==> src/rtl/sprite_render_sequencer_if.sv <==
// Handshake and strobe bundle between the sprite render sequencer and its
// surroundings (frame timing, datapath done flags, datapath control strobes).
//   frame_tick, pause, sprite_en, bg_done, draw_done, erase_done : into sequencer
//   draw_bg, ld_spr, draw_spr, erase_spr, update_spr, writeEn,
//   spr_sel, frame_cnt                                           : out of sequencer
// slave  = the sequencer side, master = the environment/datapath side.
interface sprite_render_sequencer_if #(
  parameter int N_SPR = 4,
  parameter int SEL_W = 2,
  parameter int CNT_W = 4
);
  logic             frame_tick;
  logic             pause;
  logic [N_SPR-1:0] sprite_en;
  logic             bg_done;
  logic             draw_done;
  logic             erase_done;
  logic             draw_bg;
  logic             ld_spr;
  logic             draw_spr;
  logic             erase_spr;
  logic             update_spr;
  logic             writeEn;
  logic [SEL_W-1:0] spr_sel;
  logic [CNT_W-1:0] frame_cnt;

  modport master (
    output frame_tick, pause, sprite_en, bg_done, draw_done, erase_done,
    input  draw_bg, ld_spr, draw_spr, erase_spr, update_spr, writeEn,
           spr_sel, frame_cnt
  );

  modport slave (
    input  frame_tick, pause, sprite_en, bg_done, draw_done, erase_done,
    output draw_bg, ld_spr, draw_spr, erase_spr, update_spr, writeEn,
           spr_sel, frame_cnt
  );
endinterface

==> src/rtl/sprite_render_sequencer.sv <==
// Control FSM for the VGA game renderer. Fills the background once after
// reset, then loops draw / wait / erase / update over up to N_SPR sprites,
// presenting one sprite at a time to the shared datapath via spr_sel.
// Ports:
//   clk    - system clock
//   reset  - synchronous, active-high reset
//   bus    - sprite_render_sequencer_if.slave: frame timing, enable mask,
//            datapath done flags in; Moore strobes, spr_sel, frame_cnt out
module sprite_render_sequencer #(
  parameter int N_SPR     = 4,
  parameter int SEL_W     = 2,
  parameter int FRAME_DIV = 15,
  parameter int CNT_W     = 4
) (
  input  logic clk,
  input  logic reset,
  sprite_render_sequencer_if.slave bus
);

  localparam int               SPAN     = 2 ** SEL_W;
  localparam logic [SEL_W-1:0] LAST_SEL = SEL_W'(N_SPR - 1);
  localparam logic [CNT_W-1:0] LAST_CNT = CNT_W'(FRAME_DIV - 1);

  typedef enum logic [2:0] {
    S_BG,
    S_DSCAN,
    S_LOAD,
    S_DRAW,
    S_WAIT,
    S_ESCAN,
    S_ERASE,
    S_UPDATE
  } state_t;

  state_t           state, state_n;
  logic [SEL_W-1:0] sel, sel_n;
  logic [CNT_W-1:0] cnt, cnt_n;
  logic [N_SPR-1:0] en_q, en_n;

  // Zero-extended mask so spr_sel can index it even when N_SPR < 2^SEL_W.
  logic [SPAN-1:0]  en_wide;
  logic             slot_on;
  logic             last_slot;

  assign en_wide   = SPAN'(en_q);
  assign slot_on   = en_wide[sel];
  assign last_slot = (sel == LAST_SEL);

  always_ff @(posedge clk) begin
    if (reset) begin
      state <= S_BG;
      sel   <= '0;
      cnt   <= '0;
      en_q  <= '0;
    end else begin
      state <= state_n;
      sel   <= sel_n;
      cnt   <= cnt_n;
      en_q  <= en_n;
    end
  end

  always_comb begin
    state_n        = state;
    sel_n          = sel;
    cnt_n          = cnt;
    en_n           = en_q;
    bus.draw_bg    = 1'b0;
    bus.ld_spr     = 1'b0;
    bus.draw_spr   = 1'b0;
    bus.erase_spr  = 1'b0;
    bus.update_spr = 1'b0;
    bus.writeEn    = 1'b0;

    // Every path that starts a new draw phase at slot 0 also snapshots the
    // enable mask, so the erase phase that follows sees the same set.
    unique case (state)
      S_BG: begin
        bus.draw_bg = 1'b1;
        bus.writeEn = 1'b1;
        if (bus.bg_done) begin
          state_n = S_DSCAN;
          sel_n   = '0;
          cnt_n   = '0;
          en_n    = bus.sprite_en;
        end
      end

      S_DSCAN: begin
        if (slot_on) begin
          state_n = S_LOAD;
        end else if (last_slot) begin
          state_n = S_WAIT;
        end else begin
          sel_n = sel + SEL_W'(1);
        end
      end

      S_LOAD: begin
        bus.ld_spr = 1'b1;
        state_n    = S_DRAW;
      end

      S_DRAW: begin
        bus.draw_spr = 1'b1;
        bus.writeEn  = 1'b1;
        if (bus.draw_done) begin
          if (last_slot) begin
            state_n = S_WAIT;
          end else begin
            state_n = S_DSCAN;
            sel_n   = sel + SEL_W'(1);
            cnt_n   = '0;
          end
        end
      end

      S_WAIT: begin
        if (bus.frame_tick && !bus.pause) begin
          if (cnt == LAST_CNT) begin
            cnt_n   = '0;
            sel_n   = '0;
            state_n = S_ESCAN;
          end else begin
            cnt_n = cnt + CNT_W'(1);
          end
        end
      end

      S_ESCAN: begin
        if (slot_on) begin
          state_n = S_ERASE;
        end else if (last_slot) begin
          state_n = S_DSCAN;
          sel_n   = '0;
          cnt_n   = '0;
          en_n    = bus.sprite_en;
        end else begin
          sel_n = sel + SEL_W'(1);
        end
      end

      S_ERASE: begin
        bus.erase_spr = 1'b1;
        bus.writeEn   = 1'b1;
        if (bus.erase_done) begin
          state_n = S_UPDATE;
        end
      end

      S_UPDATE: begin
        bus.update_spr = 1'b1;
        if (last_slot) begin
          state_n = S_DSCAN;
          sel_n   = '0;
          cnt_n   = '0;
          en_n    = bus.sprite_en;
        end else begin
          state_n = S_ESCAN;
          sel_n   = sel + SEL_W'(1);
        end
      end
    endcase
  end

  assign bus.spr_sel   = sel;
  assign bus.frame_cnt = cnt;

endmodule

==> src/flat_wrapper.sv <==
// flat-port wrapper written by rule: the top's interface ports become plain ports
module sprite_render_sequencer_flat 
#(
  parameter int N_SPR     = 4,
  parameter int SEL_W     = 2,
  parameter int FRAME_DIV = 15,
  parameter int CNT_W     = 4
)
  (clk, reset, bus_frame_tick, bus_pause, bus_sprite_en, bus_bg_done, bus_draw_done, bus_erase_done, bus_draw_bg, bus_ld_spr, bus_draw_spr, bus_erase_spr, bus_update_spr, bus_writeEn, bus_spr_sel, bus_frame_cnt);
  sprite_render_sequencer_if #(.N_SPR(N_SPR), .SEL_W(SEL_W), .CNT_W(CNT_W)) bus_i ();
  input  logic clk;
  input  logic reset;
  input wire logic [$bits(bus_i.frame_tick)-1:0] bus_frame_tick;
  input wire logic [$bits(bus_i.pause)-1:0] bus_pause;
  input wire logic [$bits(bus_i.sprite_en)-1:0] bus_sprite_en;
  input wire logic [$bits(bus_i.bg_done)-1:0] bus_bg_done;
  input wire logic [$bits(bus_i.draw_done)-1:0] bus_draw_done;
  input wire logic [$bits(bus_i.erase_done)-1:0] bus_erase_done;
  output wire logic [$bits(bus_i.draw_bg)-1:0] bus_draw_bg;
  output wire logic [$bits(bus_i.ld_spr)-1:0] bus_ld_spr;
  output wire logic [$bits(bus_i.draw_spr)-1:0] bus_draw_spr;
  output wire logic [$bits(bus_i.erase_spr)-1:0] bus_erase_spr;
  output wire logic [$bits(bus_i.update_spr)-1:0] bus_update_spr;
  output wire logic [$bits(bus_i.writeEn)-1:0] bus_writeEn;
  output wire logic [$bits(bus_i.spr_sel)-1:0] bus_spr_sel;
  output wire logic [$bits(bus_i.frame_cnt)-1:0] bus_frame_cnt;
  assign bus_i.frame_tick = bus_frame_tick;
  assign bus_i.pause = bus_pause;
  assign bus_i.sprite_en = bus_sprite_en;
  assign bus_i.bg_done = bus_bg_done;
  assign bus_i.draw_done = bus_draw_done;
  assign bus_i.erase_done = bus_erase_done;
  assign bus_draw_bg = bus_i.draw_bg;
  assign bus_ld_spr = bus_i.ld_spr;
  assign bus_draw_spr = bus_i.draw_spr;
  assign bus_erase_spr = bus_i.erase_spr;
  assign bus_update_spr = bus_i.update_spr;
  assign bus_writeEn = bus_i.writeEn;
  assign bus_spr_sel = bus_i.spr_sel;
  assign bus_frame_cnt = bus_i.frame_cnt;
  sprite_render_sequencer #(.N_SPR(N_SPR), .SEL_W(SEL_W), .FRAME_DIV(FRAME_DIV), .CNT_W(CNT_W)) u_core (.clk(clk), .reset(reset), .bus(bus_i));
endmodule
==> config.mk <==
export PLATFORM = sky130hd
export DESIGN_NAME = sprite_render_sequencer_flat
export DESIGN_NICKNAME = d
export VERILOG_FILES = /design/src/rtl/sprite_render_sequencer_if.sv /design/src/rtl/sprite_render_sequencer.sv /design/src/flat_wrapper.sv
export SDC_FILE = /design/constraint.sdc
export NUM_CORES = 1
export LEC_CHECK = 0
export BUFFER_PORTS_ARGS = -buffer_cell sky130_fd_sc_hd__buf_4
export CAP_MARGIN = 25
export CORE_MARGIN = 10
export CORE_UTILIZATION = 50
export DETAILED_ROUTE_END_ITERATION = 8
export PLACE_DENSITY = 0.76
export SYNTH_ARGS = -nofsm -noshare
export SYNTH_HDL_FRONTEND = slang
export SYNTH_SLANG_ARGS = --single-unit
export TNS_END_PERCENT = 20
==> constraint.sdc <==
create_clock -name clk -period 1.9 [get_ports clk]
set_clock_uncertainty 0.05 [all_clocks]
set_input_delay 0.19 -clock clk [delete_from_list [all_inputs] [get_ports clk]]
set_output_delay 0.19 -clock clk [all_outputs]
set_load 0.02 [all_outputs]
==> flow_summary.toml <==
[status]
status = "complete, no violations"

[setup_path]
timing.critical_path.fanout_max = 6
cp.required_ns = 2.01
worst_setup_path_end_kind = "flip-flop"
r2r_slack_ns = 0.12
worst_r2r_path_depth = 6
ff_to_ff_start = "u_core.bus.spr_sel[0]$_SDFFE_PP0P_"
critical_path.startpoint_type = "flip-flop"
crit_chain = "ha_1, or3b_1, nand3_1, nand4_1, o311ai_1, o21ai_1"
critPathMaxStageDelay_ns = 0.36
setup.worst_path.class = "reg -> reg"
slowest_stage = "sky130_fd_sc_hd__dfxtp_2"
crit_arrival_ns = 1.89
rr_endpoint = "u_core.bus.frame_cnt[2]$_SDFFE_PP0P_"

[power]
peakVddDrop_v = 0.000411
power_density_nw_per_um2 = 536
total_leakage_power_nw = 0.535

[detailed_routing]
vias = 854
avgViaCountPerCell = 5.34
drt_drc = 0
drt.antenna.violating_nets = 0
drt_iter0_drc = 16
avgRoutedWirePerCell_um = 13.4
postRouteWirelength_um = 2150
detailedRoute.firstPassIterationCount = 4

[layout]
layout_common_cells = "sky130_fd_sc_hd__buf_4 (31), sky130_fd_sc_hd__nor2_1 (13), sky130_fd_sc_hd__dfxtp_1 (12)"
mostFrequentLayoutCell = "sky130_fd_sc_hd__buf_4"
area.growth.synth_to_final_pct = 29.7
n_antenna_cell = 0
design.final.nets = 150
layout-drive-gt1-share_pct = 33.3

[synthesis]
synth_top_flop_cell = "sky130_fd_sc_hd__dfxtp_1"
synth_edf_count = 0
synthesis.area_per_instance_um2 = 8.47
yosysWarningCount = 0
syn-instance-count = 105
seq_area_frac_synth_pct = 29.3
syn_area_um2 = 890
synth-async-reset-ratio_pct = 0
yosys_reg_bits = 13
yosys.cell_types.count = 44
mappedNetlistNets = 119

[grt]
number_of_global_route_vias_before_repair = 843
grt_antenna_before_repair = 0
wire_length_of_the_first_global_routing_pass_um = 3710
grt_start_max_net_pins = 16
globalRouteTotalUtil_pct = 10.9
grt-ovfl-total = 0

[timing]
max_clock_freq_mhz = 561
final-max-slew-violation-count = 0
slew_headroom_pct = 67.4
unrepaired_setup_endpoints_after_global_routing = "no"
finalHoldWorstSlack_ns = 0.100
setup-violations-final = 0
tightest_slew_ns = 0.486
finalHoldViolations = 0
final.min_clock_period_ns = 1.78
post-route-period-util_pct = 93.8
fin_tns_setup_ns = 0

[cts]
clock_sinks = 13
cts-root-buf = "sky130_fd_sc_hd__clkbuf_4"
postCtsHoldBufs = 0
cts_inserted_buffers = 3
worstSkewPairLatency_ns = 0.28
cts_tree = "done"
clkSlewWorstSetupHoldPaths_ns = 0.09
ctsLongestPathBuffers = 2
cts_max_level = 1

[placement]
place.gp.congestion = 0.865
dp_hpwl_um = 1710
io_buffer_count = 22

[die]
die_y_um = 62.2
die_w_um = 62.2
fp.dieArea_um2 = 3870
design.core.area_um2 = 1710
boundaryPins = 23
start_util_pct = 52.1
core.rowCount = 15

[min_path]
worstHoldPathType = "in -> reg"
hold-path-cell-count = 3
timing.hold.worst.start = "bus_sprite_en[3]"
timing.hold.worst_endpoint = "u_core.en_q[3]$_SDFFE_PP0P_"

[run]
cap_viol_max_count = 0
[how the worst max path moves through the flow]
stage	startpoint	endpoint	slack (ns)
after global placement	u_core.state[0]$_SDFFE_PP0P_	u_core.bus.spr_sel[0]$_SDFFE_PP0P_	0.14
after floorplan	u_core.bus.frame_cnt[0]$_SDFFE_PP0P_	u_core.bus.frame_cnt[1]$_SDFFE_PP0P_	0.07
final	u_core.bus.spr_sel[0]$_SDFFE_PP0P_	u_core.bus.frame_cnt[2]$_SDFFE_PP0P_	0.12
after CTS	u_core.state[0]$_SDFFE_PP0P_	u_core.bus.frame_cnt[2]$_SDFFE_PP0P_	0.08
after detailed placement	u_core.bus.spr_sel[0]$_SDFFE_PP0P_	u_core.bus.frame_cnt[2]$_SDFFE_PP0P_	0.11
after global routing	u_core.state[0]$_SDFFE_PP0P_	u_core.bus.spr_sel[0]$_SDFFE_PP0P_	0.01
[repair_timing]
action                     in CTS  in global routing
setup endpoints to repair       0                  2
gates resized for setup         0                  1
buffers inserted                0                  1
[cells in the mapped netlist (all sizes together), types with 2 or more instances]
| cell | count | area, um2 |
|---|---|---|
| mux2i | 4 | 40.0 |
| clkbuf | 3 | 11.3 |
| dfxtp | 13 | 260 |
| nor2b | 3 | 18.8 |
| nand2b | 7 | 43.8 |
| inv | 3 | 11.3 |
| and3 | 3 | 18.8 |
| o21ai | 7 | 35.0 |
| a22oi | 2 | 33.8 |
| nor2 | 13 | 48.8 |
| a21oi | 3 | 18.8 |
| nand2 | 6 | 22.5 |
| buf | 2 | 16.3 |
| ha | 3 | 37.5 |
| and2 | 2 | 12.5 |
| nand4 | 4 | 31.3 |
| nand3 | 4 | 20.0 |
| mux2 | 2 | 22.5 |
[metrics by stage]
step / area, um2 / total power, mW / std cells / util (%) / worst slack (ns)
global placement: 1120 / 0.444 / 155 / 65.5 / 0.138
floorplan: 890 / 0.394 / 105 / - / 0.0703
CTS: 1140 / 0.622 / 159 / 67.0 / 0.0792
finish: 1150 / 0.618 / 160 / 67.5 / 0.118
global route: 1150 / 0.653 / 160 / 67.5 / 0.0145
detailed placement: 1120 / 0.447 / 155 / 65.5 / 0.111
[cell families after synthesis]
kind of cell               synth area share, %
DFF                                       29.3
muxes                                     7.03
adders and majority gates                 4.22
and+or+nand+nor                           34.6
AOI/OAI and AO/OA                         19.6
xor gates and xnor gates                 0.985
buffers and inverters                     4.36
[power breakdown]
part	leakage, nW	switching, mW	internal [mW]
Clock	0.0150	0.0942	0.0813
Sequential	0.106	0.0131	0.284
Combinational	0.414	0.0745	0.0709
Total	0.535	0.182	0.436
[metal layers]
layer  wire (um)  global-route usage [%]
met5           0                       0
met3          96                    3.58
met4           8                    2.86
met1        1040                    12.9
met2        1010                    18.2
[flip-flops by register name, summed over array words and instances (netlist names)]
signal,count
u_core.bus.frame_cnt,4
u_core.en_q,4
u_core.state,3
u_core.bus.spr_sel,2
[area by class of cell]
cell class                      count  area (um2)
Multi-Input combinational cell     84         591
Fill cell                         142         554
Sequential cell                    13         262
Timing Repair Buffer               31         233
Tap cell                           25        31.3
Clock buffer                        4        26.3
Inverter                            3        11.3
[critical path, delay by kind of cell (launching register included)]
kind                     cells  cell delay, ns
AO/OA/AOI/OAI                2            0.40
adder cells (fa/ha/maj)      1            0.26
flip-flops                   1            0.36
AND/OR/NAND/NOR              3            0.60
Power figures use the tool's default switching activity.
